[src/rtl/tmds_encoder.sv]
// DVI transmit encoder: three 8b/10b TMDS channel encoders with running disparity.
// Two register stages: transition minimisation, then DC balance / control tokens.
module tmds_encoder #(
  parameter logic [9:0] CLK_WORD = 10'b0000011111
) (
  input  logic       clk,
  input  logic       reset,
  input  logic       vsync,
  input  logic       hsync,
  input  logic       de,
  input  logic [7:0] data_r,
  input  logic [7:0] data_g,
  input  logic [7:0] data_b,
  input  logic [3:0] ctl,
  output logic [9:0] tmds_ch0,
  output logic [9:0] tmds_ch1,
  output logic [9:0] tmds_ch2,
  output logic [9:0] tmds_clk_word
);

  localparam int unsigned NCH = 3;
  localparam logic [9:0] TOK_00 = 10'b1101010100;
  localparam logic [9:0] TOK_01 = 10'b0010101011;
  localparam logic [9:0] TOK_10 = 10'b0101010100;
  localparam logic [9:0] TOK_11 = 10'b1010101011;

  logic [NCH-1:0][7:0] din;
  logic [NCH-1:0][1:0] cin;
  logic [NCH-1:0][9:0] sym;
  logic                de_q;

  assign din = {data_r, data_g, data_b};
  assign cin = {ctl[3:2], ctl[1:0], vsync, hsync};

  always_ff @(posedge clk) begin
    if (!reset) de_q <= 1'b0;
    else        de_q <= de;
  end

  for (genvar g = 0; g < NCH; g++) begin : g_ch
    logic [3:0]        n1;
    logic [8:0]        qm_d;
    logic [8:0]        qm_q;
    logic [1:0]        c_q;
    logic [3:0]        m1;
    logic signed [4:0] bal;
    logic signed [4:0] cnt_d;
    logic signed [4:0] cnt_q;
    logic [9:0]        sym_d;
    logic [9:0]        sym_q;

    // Stage 1: pick XOR/XNOR chain to minimise transitions.
    always_comb begin
      n1 = '0;
      for (int i = 0; i < 8; i++) n1 = n1 + 4'(din[g][i]);
      qm_d    = '0;
      qm_d[0] = din[g][0];
      if (n1 > 4'd4 || (n1 == 4'd4 && !din[g][0])) begin
        for (int i = 1; i < 8; i++) qm_d[i] = ~(qm_d[i-1] ^ din[g][i]);
        qm_d[8] = 1'b0;
      end else begin
        for (int i = 1; i < 8; i++) qm_d[i] = qm_d[i-1] ^ din[g][i];
        qm_d[8] = 1'b1;
      end
    end

    always_ff @(posedge clk) begin
      if (!reset) begin
        qm_q <= '0;
        c_q  <= '0;
      end else begin
        qm_q <= qm_d;
        c_q  <= cin[g];
      end
    end

    // Stage 2: DC balance; bal = N1 - N0 = 2*N1 - 8 in 5-bit signed.
    always_comb begin
      m1 = '0;
      for (int i = 0; i < 8; i++) m1 = m1 + 4'(qm_q[i]);
      bal   = $signed({m1, 1'b0}) - 5'sd8;
      sym_d = TOK_00;
      cnt_d = cnt_q;
      if (!de_q) begin
        cnt_d = 5'sd0;
        case (c_q)
          2'b00:   sym_d = TOK_00;
          2'b01:   sym_d = TOK_01;
          2'b10:   sym_d = TOK_10;
          default: sym_d = TOK_11;
        endcase
      end else if (cnt_q == 5'sd0 || bal == 5'sd0) begin
        sym_d = {~qm_q[8], qm_q[8], qm_q[8] ? qm_q[7:0] : ~qm_q[7:0]};
        cnt_d = qm_q[8] ? (cnt_q + bal) : (cnt_q - bal);
      end else if (cnt_q[4] == bal[4]) begin
        // Disparity and this word lean the same way: invert to pull back.
        sym_d = {1'b1, qm_q[8], ~qm_q[7:0]};
        cnt_d = cnt_q + $signed({3'b000, qm_q[8], 1'b0}) - bal;
      end else begin
        sym_d = {1'b0, qm_q[8], qm_q[7:0]};
        cnt_d = cnt_q + bal - $signed({3'b000, ~qm_q[8], 1'b0});
      end
    end

    always_ff @(posedge clk) begin
      if (!reset) begin
        sym_q <= TOK_00;
        cnt_q <= 5'sd0;
      end else begin
        sym_q <= sym_d;
        cnt_q <= cnt_d;
      end
    end

    assign sym[g] = sym_q;
  end

  assign tmds_ch0      = sym[0];
  assign tmds_ch1      = sym[1];
  assign tmds_ch2      = sym[2];
  assign tmds_clk_word = CLK_WORD;

endmodule
[config.mk]
export PLATFORM = sky130hd
export DESIGN_NAME = tmds_encoder
export DESIGN_NICKNAME = d
export VERILOG_FILES = /design/src/rtl/tmds_encoder.sv
export SDC_FILE = /design/constraint.sdc
export NUM_CORES = 1
export LEC_CHECK = 0
export ABC_AREA = 0
export CORE_UTILIZATION = 37
export CTS_CLUSTER_DIAMETER = 80
export DETAILED_ROUTE_END_ITERATION = 6
export DONT_BUFFER_PORTS = 1
export GPL_TIMING_DRIVEN = 0
export PLACE_DENSITY_LB_ADDON = 0.25
export SKIP_LAST_GASP = 1
export SYNTH_ARGS = -nofsm -noshare
export SYNTH_HDL_FRONTEND = slang
export SYNTH_SLANG_ARGS = --single-unit
export TNS_END_PERCENT = 5
[constraint.sdc]
create_clock -name clk -period 5.45 [get_ports clk]
set_input_delay 0.8175 -clock clk [delete_from_list [all_inputs] [get_ports clk]]
set_output_delay 0.8175 -clock clk [all_outputs]
set_load 0.005 [all_outputs]
==> flow_metrics.py, run 1 <==
metrics = {
    "logic_synthesis": {
        "ys_warn_count": 0,
        "ys_seq_area_share_pct": 26.5,
        "netlist_area_um2": 5750,
        "ys_seq_elements": 76,
        "avgSynthCellArea_um2": 9.37,
        "syn_inst": 614,
        "yosysUniqueCellTypes": 48,
    },
    "clock_tree": {
        "cts_buffers": 9,
        "cts_max_level": 3,
        "clockRootBuffer": "clkbuf_16",
        "tritoncts": "built",
        "postCtsSetupBuffers": 0,
        "cts_buffer_depth": 2,
        "clock_sinks": 76,
        "clk_pin_slew_ns": 0.06,
        "insertion_delay_ns": 0.34,
        "cts_hold_buf": 0,
        "cts_resized": 0,
    },
    "routing": {
        "vias_per_cell": 4.85,
        "postRouteAntennaNets": 0,
        "wl_per_cell_um": 14.4,
        "routed_wl_um": 11900,
        "vias": 4000,
        "first_pass_iters": 6,
        "drt_iter0_drc": 211,
        "drc": 0,
    },
    "sta": {
        "fin_crit_ns": 4.82,
        "max_freq_mhz": 208,
        "skew_ns": 0.00874,
        "setup_tns_ns": 0,
        "hold_viol": 0,
        "whs_ns": 0.544,
        "worst_pin_slew_ns": 0.621,
        "relSlewSlack_pct": 58.3,
        "maxSlewViolCount": 0,
        "finalSetupViolations": 0,
        "rsz0062_at_grt": "false",
        "finalCritPeriodShare_pct": 88.4,
    },
    "floorplanning": {
        "die_area_um2": 16000,
        "rows": 45,
        "io-pin-count": 73,
        "die_w_um": 127,
        "start_util_pct": 37.8,
        "fp.dieH_um": 127,
        "core_area_um2": 15200,
    },
    "place": {
        "routabilityCongestion": 0.868,
        "detailed_place_hpwl_um": 9810,
        "place_inst": 810,
        "port_buffers": 0,
    },
    "min_path": {
        "hold_path_class": "reg -> reg",
    },
    "final_layout": {
        "multi_input_area_um2": 3700,
        "final_cell_mix": "inv_1, dfxtp_1, ha_1, fa_1, xnor2_1",
        "fill_cells": 1492,
        "layout_commonest_cell": "inv_1",
        "register_area_um2": 1520,
        "final_nets": 768,
        "fin_cells": 825,
        "drive_gt1_share_pct": 7.38,
        "area_growth_pct": 9.29,
        "n_antenna_cell": 0,
    },
    "flow_run": {
        "drv_cap": 0,
    },
    "run_status": {
        "status": "finished, final reports clean",
    },
    "global_routing": {
        "antenna_found_initial": 0,
        "grt_pass1_vias": 4114,
        "grt_pass1_wl_um": 20100,
        "grt_max_degree": 13,
        "grt_overflow_total": 0,
        "grt.total_usage_pct": 15.9,
    },
    "critical_path": {
        "cp.arrival_ns": 5.06,
        "crit_fanout": 10,
        "cp-end-kind": "flip-flop",
        "cp.required_ns": 5.69,
        "path_class": "reg -> reg",
        "worstSetupStartpointType": "flip-flop",
        "rrSetupSlack_ns": 0.63,
    },
}
-- per-layer routing --
metal  vias to the layer above  track usage, %  share of wire, %
met5                         -               0                 0
met4                         0            6.72               2.3
met3                        22            3.50               4.3
met2                        95            26.9                49
met1                      1881            19.4                45
li1                       2002               -                 -
-- layout make-up --
class                   instances  area share (%)
well taps                     188            3.74
clock inverters                 4           0.418
plain buffers                  26            2.47
clock buffers                  11            3.86
inverters                     107            6.39
multi-input cells             413            58.9
flip-flops and latches         76            24.2
-- registers in the layout, indices dropped and copies added, names as in the netlist --
signal	cells
de_q	1
g_ch.cnt_q	12
g_ch.qm_q	27
tmds_ch2	10
g_ch.c_q	6
tmds_ch1	10
tmds_ch0	10
-- synthesized netlist by cell type, drive strengths merged --
library cell	number	area (um2)
a211oi	8	60.1
fa	39	781
nand4	1	6.26
nand3	19	95.1
dfxtp	76	1520
a22oi	1	7.51
nand3b	3	22.5
buf	16	118
nand2	23	86.3
nor4	3	31.3
a21oi	22	110
a21boi	1	7.51
nor2b	7	43.8
a221oi	2	17.5
xor2	18	158
inv	106	398
ha	63	788
and2	13	81.3
o21bai	6	45.0
or2	5	31.3
xnor3	5	113
nand2b	1	6.26
clkbuf	10	37.5
mux2	6	67.6
o211ai	4	30.0
nor2	34	135
xnor2	41	389
nor3b	3	22.5
a21o	5	37.5
conb	2	7.51
o21ai	16	80.1
nor4b	1	8.76
clkinv	1	3.75
mux2i	13	134
a31oi	20	140
and4	2	17.5
o22ai	2	12.5
or3	16	100
-- worst max-delay path, stage by stage (launching register included) --
cell	delay [ns]
dfxtp_1	0.38
inv_1	0.08
fa_1	0.55
fa_1	0.43
fa_1	0.50
inv_1	0.04
ha_1	0.21
fa_1	0.40
xor2_1	0.31
ha_1	0.34
xnor2_1	0.46
mux2i_1	0.25
buf_2	0.25
or3_1	0.32
a31oi_1	0.22
-- kinds of logic (layout without fill, tap and decap cells) --
kind of cell,count (synthesis),in the layout,synth area share [%]
adder cells (fa/ha/maj),102,102,27.3
AO/OA/AOI/OAI,87,87,9.53
buffers and inverters,133,148,9.68
flip-flops,76,76,26.5
AND/OR/NAND/NOR,131,131,12.0
XOR/XNOR,64,64,11.5
other,2,10,0.131
multiplexers,19,19,3.50
-- through the flow --
step                      worst slack, ns  util (%)  cell area [um2]
final                               0.635      41.3             6290
after global routing                0.362      41.3             6290
after CTS                           0.627      41.3             6290
after detailed placement            0.662      39.6             6020
after global placement              0.694      39.6             6020
after floorplan                      1.22         -             5780
-- worst paths after layout --
path,from,depth (start not counted),endpoint
min reg2reg,g_ch[1].qm_q[0]$_SDFF_PN0_,2,tmds_ch1[0]$_SDFF_PN0_
max reg2reg,g_ch[2].qm_q[0]$_SDFF_PN0_,14,tmds_ch2[7]$_SDFF_PN0_
min,g_ch[1].qm_q[0]$_SDFF_PN0_,2,tmds_ch1[0]$_SDFF_PN0_
max,g_ch[2].qm_q[0]$_SDFF_PN0_,14,tmds_ch2[7]$_SDFF_PN0_
Power of run 1 is not shown: default switching activity piles up to over one toggle a cycle in this logic, so the estimate is an artifact.
==> run 2: changes to the inputs <==
Settings changed: CAP_MARGIN set to 30, CTS_CLUSTER_DIAMETER 80 to not set.
==> results of run 2 <==
Same layout as run 1: the final DEF is identical, and so are final timing and power.
Power of run 2 is left out for the same reason.
==> run 3: changes to the inputs <==
Settings changed: SKIP_LAST_GASP 1 to not set.
==> results of run 3 <==
Same layout as run 1: the final DEF is identical, and so are final timing and power.
Power of run 3 is left out for the same reason.
